File: src/rtl/three_bit_comparator.sv
// Registered ripple-carry adder plus unsigned MSB-first magnitude comparator.
// Results load on a valid capture and hold otherwise.

module halfAdder (
  input  logic a,
  input  logic b,
  output logic s,
  output logic carry
);
  assign s     = a ^ b;
  assign carry = a & b;
endmodule

module fullAdder (
  input  logic a,
  input  logic b,
  input  logic cin,
  output logic sum,
  output logic cout
);
  logic prop;
  assign prop = a ^ b;
  assign sum  = prop ^ cin;
  assign cout = (a & b) | (cin & prop);
endmodule

module three_bit_comparator #(
  parameter int unsigned WIDTH = 3
) (
  input  logic             clk,
  input  logic             rst_n,
  input  logic             in_valid,
  input  logic [WIDTH-1:0] a,
  input  logic [WIDTH-1:0] b,
  output logic             out_valid,
  output logic [WIDTH-1:0] sum,
  output logic             cout,
  output logic             a_less_b,
  output logic             a_equal_b,
  output logic             a_greater_b
);

  logic [WIDTH-1:0] sum_c;
  logic [WIDTH-1:0] carry_c;
  logic             lt_c, eq_c, gt_c;

  logic             valid_q;
  logic [WIDTH-1:0] sum_q, sum_d;
  logic             cout_q, cout_d;
  logic             lt_q, lt_d;
  logic             eq_q, eq_d;
  logic             gt_q, gt_d;

  // Ripple chain: bit 0 has no carry-in, so it uses a half adder.
  for (genvar i = 0; i < WIDTH; i++) begin : g_bit
    if (i == 0) begin : g_ha
      halfAdder u_ha (
        .a    (a[i]),
        .b    (b[i]),
        .s    (sum_c[i]),
        .carry(carry_c[i])
      );
    end else begin : g_fa
      fullAdder u_fa (
        .a   (a[i]),
        .b   (b[i]),
        .cin (carry_c[i-1]),
        .sum (sum_c[i]),
        .cout(carry_c[i])
      );
    end
  end

  // First differing bit from the MSB decides the ordering.
  always_comb begin
    lt_c = 1'b0;
    gt_c = 1'b0;
    eq_c = 1'b1;
    for (int i = WIDTH - 1; i >= 0; i--) begin
      if (eq_c && (a[i] != b[i])) begin
        eq_c = 1'b0;
        gt_c = a[i];
        lt_c = b[i];
      end
    end
  end

  always_comb begin
    sum_d  = sum_q;
    cout_d = cout_q;
    lt_d   = lt_q;
    eq_d   = eq_q;
    gt_d   = gt_q;
    if (in_valid) begin
      sum_d  = sum_c;
      cout_d = carry_c[WIDTH-1];
      lt_d   = lt_c;
      eq_d   = eq_c;
      gt_d   = gt_c;
    end
  end

  // Reset flags describe the a == b == 0 result.
  always_ff @(posedge clk or negedge rst_n) begin
    if (!rst_n) begin
      valid_q <= 1'b0;
      sum_q   <= '0;
      cout_q  <= 1'b0;
      lt_q    <= 1'b0;
      eq_q    <= 1'b1;
      gt_q    <= 1'b0;
    end else begin
      valid_q <= in_valid;
      sum_q   <= sum_d;
      cout_q  <= cout_d;
      lt_q    <= lt_d;
      eq_q    <= eq_d;
      gt_q    <= gt_d;
    end
  end

  assign out_valid   = valid_q;
  assign sum         = sum_q;
  assign cout        = cout_q;
  assign a_less_b    = lt_q;
  assign a_equal_b   = eq_q;
  assign a_greater_b = gt_q;

endmodule

File: config.mk
export PLATFORM = sky130hd
export DESIGN_NAME = three_bit_comparator
export DESIGN_NICKNAME = d
export VERILOG_FILES = /design/src/rtl/three_bit_comparator.sv
export SDC_FILE = /design/constraint.sdc
export NUM_CORES = 1
export LEC_CHECK = 0
export ABC_AREA = 1
export BUFFER_PORTS_ARGS = -buffer_cell sky130_fd_sc_hd__buf_2
export CAP_MARGIN = 25
export CORE_MARGIN = 3
export CORE_UTILIZATION = 30
export CTS_BUF_LIST = sky130_fd_sc_hd__clkbuf_8
export DETAILED_ROUTE_END_ITERATION = 6
export PLACE_DENSITY = 0.57
export SLEW_MARGIN = 20
export SYNTH_ARGS = -nofsm -noshare
export SYNTH_HDL_FRONTEND = slang
export SYNTH_HIERARCHICAL = 1
export SYNTH_SLANG_ARGS = --single-unit
File: constraint.sdc
create_clock -name clk -period 0.8 [get_ports clk]
set_input_delay 0.08 -clock clk [delete_from_list [all_inputs] [get_ports clk]]
set_output_delay 0.08 -clock clk [all_outputs]
set_load 0.05 [all_outputs]
* Word level (Yosys, flattened, before mapping)
Cells that the tools add are included.
** Operators by class
- Add/sub/neg operators :: 0
- $mul :: 0
- Div/mod/pow operators :: 0
- Order comparisons :: 0
- Eq/ne operators :: 3
- Shift-type cells :: 0
- Muxes and demuxes :: 9
- Bitwise operators :: 12
- Reduce and logical (&&, ||, !) cells :: 2
** Operators with widths (number)
- $mux W1 :: 9
- $and A1 B1 Y1 :: 5
- $xor A1 B1 Y1 :: 5
- $ne A1 B1 Y1 :: 3
- $logic_and A1 B1 Y1 :: 2
- $or A1 B1 Y1 :: 2
** Storage, ports and cells
- Bits in registers :: 8
- Latch bits :: 0
- RAM bits :: 0
- Memory bits (read-only) :: 0
- Bits of input ports :: 9
- Output and inout port bits :: 8
- Word-level logic and storage cells :: 32
- Memories :: 0

* Longest topological paths before layout
- Depth in word-level cells :: 6
- Depth in mapped cells :: 9
- Mapped depth without buffers :: 9

* Hierarchy
The synthesis kept the hierarchy.
** By module, submodules not included
- three_bit_comparator :: instances 1, cells each 59, area each 440.4 um2, seq. area each 201.4 um2
- fullAdder :: instances 2, cells each 1, area each 20.0 um2, seq. area each 0.0 um2
- halfAdder :: instances 1, cells each 1, area each 12.5 um2, seq. area each 0.0 um2

* Worst setup path after synthesis
OpenSTA, ideal clock, no wires.
- Kind :: input to register
- Start point :: input a[0]
- End point :: register sum_q[2] (netlist: sum[2])
- Library setup time :: 119 ps
- Arrival time :: 1169 ps
- Required time :: 681 ps
- Path slack :: -489 ps
- Cell stages on the path :: 5
- Cells stage by stage :: ha_1 fa_1 fa_1 nand2_1 nand2_1
** On the way
- Cells in the longest elaborated chain, start to end :: 4
** RTL lines
- start: declaration :: line 33 : input logic [WIDTH-1:0] a,
- $and A1 B1 Y1 :: line 11 : assign carry = a & b;
- $and A1 B1 Y1 :: line 24 : assign cout = (a & b) | (cin & prop);
- $or A1 B1 Y1 :: line 24
- via carry_c[1] :: line 44 : logic [WIDTH-1:0] carry_c;
- $xor A1 B1 Y1 :: line 23 : assign sum = prop ^ cin;
- via sum_c[2] :: line 43 : logic [WIDTH-1:0] sum_c;
- end signal: assignment :: line 114 : sum_q <= sum_d;
- end: declaration :: line 48 : logic [WIDTH-1:0] sum_q, sum_d;
The timed path passes the listed nets, and every way through them passes these cells.
A chain may end at the register's enable or synchronous reset.

* Worst setup path after layout
- Start point :: input b[0]
- End point :: register sum_q[2] (netlist: sum[2])
** On the way
- Cells in the longest elaborated chain, start to end :: 4
** RTL lines
- start: declaration :: line 34 : input logic [WIDTH-1:0] b,
- $and A1 B1 Y1 :: line 11
- via carry_c[0] :: line 44
- $and A1 B1 Y1 :: line 24
- $or A1 B1 Y1 :: line 24
- via carry_c[1] :: line 44
- $xor A1 B1 Y1 :: line 23
- via sum_c[2] :: line 43
The timed path passes the listed nets, and every way through them passes these cells.

==> impl_metrics.toml <==
[run_status]
status = "finished with violations"
failed_checks = "negative setup slack"

[drt]
vias_per_cell = 4.45
wl_mm = 1.06
antenna_left = 0
route.detailed.drc = 0
wl_per_cell_um = 9.90
drt-initial-drc-count = 8
dr.pass1.iters = 4
vias = 476

[worst_setup_path]
crit_fanout = 2
path_class = "primary input to flop"
end_kind = "flop"
crit_arrival_ns = 1.20
crit_path_start_kind = "primary input"
required_ns = 0.92

[logic_synthesis]
ys_seq_elements = 8
syn-num-nets = 76
synthesis.yosys.warnings = 6
syn-instance-count = 62
netlist_area_um2 = 493
yosysSeqAreaShare_pct = 40.9
avgSynthCellArea_um2 = 7.95
synth.distinct_cells = 14

[power_and_ir_drop]
p_leak_uw = 0.000450
ir_drop_mv = 0.604
cellPowerDensity_nw_per_um2 = 1850

[grt]
antenna_found_initial = 0
grt_overflow = 0
grt_busiest_layer = "met2"
met1_usage_pct = 12.6
grtUsageTotal_pct = 10.8
use_met3_pct = 2.34
grt_pass1_wl_mm = 1.64
grt_pass1_vias = 413
grt_util_met2_pct = 18.4
grt_max_degree = 11

[sta]
fmax_ghz = 0.922
hold_viol_final = 0
setup_tns_ns = -1.03
setup_viol = 10
post-route-period-util_pct = 136
slew_violations = 0
setup_ws_ns = -0.285
fin_crit_ns = 1.08
maxSlewHeadroom_pct = 88.2
grt_setup_unrepaired = "yes"
tightest_slew_ns = 0.178
skew_ns = 0

[die]
die_h_um = 46.5
initial_core_util_pct = 32.3
design.portCount = 17
rows = 14
dieArea_um2 = 2170
core-area_um2 = 1520
die_x_um = 46.5

[clocking]
cts.sinks = 8
h-tree-depth = 1
cts_tree = "built"
cts_buffer_depth = 2
clkTransAtPathRegs_ns = 0.04
insertion_delay_ns = 0.22
cts-root-buf = "clkbuf_8"
numCtsBuffers = 3

[finish]
antennaDiodeCount = 0
seq_area_um2 = 205
syn2layout_area_growth_pct = 72.6
final_net_count = 106
postLayoutCellArea_um2 = 851
multi_input_area_um2 = 294
drive_gt1_share_pct = 48.4
final_core_util_pct = 55.8
stdcell_count = 107
fillers = 147

[place]
postPlaceCellArea_um2 = 676
io_buffers = 16
hpwl_um = 867
routabilityCongestion = 0.755
pre_cts_ws_ns = -0.604
place_inst = 98

[hold_path]
min_path_type = "primary input to flop"

[run]
max_cap_violations = 0
## layout by cell type (no fill, tap or decap), types with 2 or more instances in the layout
cell and count:
dfrtp_2 3, nor2_1 4, inv_2 2, buf_4 8, dfrtp_1 4, buf_6 8
ha_4 2, clkbuf_8 3, nand2_1 29, inv_1 6, buf_2 4, nand3_2 3
buf_8 4
## synthesized netlist by cell type
master	count	area, um2
inv_1	6	22.5
inv_6	1	8.76
nand3_1	3	15.0
ha_1	3	37.5
o31ai_2	1	12.5
nor2_1	4	15.0
dfstp_2	1	26.3
nand2_2	1	6.26
a21boi_1	1	7.51
dfrtp_1	7	175
fa_1	2	40.0
nand3_2	1	10.0
inv_2	2	7.51
nand2_1	29	109
## state kept, by name (all words and copies together), names as in the netlist
| register | count |
|---|---|
| a_equal_b | 1 |
| a_greater_b | 1 |
| a_less_b | 1 |
| cout | 1 |
| out_valid | 1 |
| sum | 3 |
## power breakdown
group | leakage, uW | internal, uW | switching (uW)
sequential | 0.0000925 | 464 | 35.0
combinational | 0.000331 | 254 | 340
clock | 0.0000269 | 331 | 148
## worst max-delay path, stage by stage
cell and delay (ns):
buf_8 0.10, ha_4 0.15, fa_2 0.33, fa_1 0.43, nand2_1 0.07, nand2_1 0.05
## worst paths after layout
| kind | cells after the start | end | startpoint | slack, ns |
|---|---|---|---|---|
| min in group asynchronous | 2 | sum[2] | rst_n | 0.22 |
| setup reg to reg | 2 | a_equal_b | a_equal_b | 0.05 |
| hold reg to reg | 2 | sum[0] | sum[0] | 0.48 |
| max in group asynchronous | 2 | a_equal_b | rst_n | 0.33 |
| hold / removal | 1 | out_valid | in_valid | 0.07 |
| setup / recovery | 6 | sum[2] | b[0] | -0.28 |
## stage by stage
step           hold slack, ns  power [uW]
4_1_cts                0.0657        1540
3_5_place_dp          -0.0686         972
2_1_floorplan          -0.216         818
3_3_place_gp          -0.0721         966
6_report               0.0699        1570
5_1_grt                0.0736        1660
## cell type report
| cell class | count | area share, % |
|---|---|---|
| clock inverters | 1 | 0.441 |
| well taps | 16 | 2.35 |
| multi-input cells | 45 | 34.6 |
| inverters | 9 | 5.44 |
| clock buffers | 3 | 4.85 |
| flip-flops and latches | 8 | 24.1 |
| repair buffers | 25 | 28.2 |
## kinds of logic (layout without fill, tap and decap cells)
group	count (synthesis)	in the layout	synth area share (%)
AOI/OAI and AO/OA	2	2	4.06
and+or+nand+nor	38	38	31.5
DFF	8	8	40.9
adders and majority gates	5	5	15.7
buffers and inverters	9	38	7.87
## what timing repair did
| item | CTS | global route |
|---|---|---|
| resized for setup | 21 | 7 |
| endpoints found under the hold margin | 8 | 0 |
| hold buffers | 1 | 0 |
| cloned | 0 | 0 |
| setup buffers | 1 | 3 |
| pin swaps | 4 | 10 |
| endpoints found under the setup margin | 13 | 12 |
## per-layer routing
metal  wire (um)  vias up
li1            -      244
met1         476      218
met2         525       14
met3          57        0
met4           0        0
met5           0        -
(Power assumes the default switching activity.)
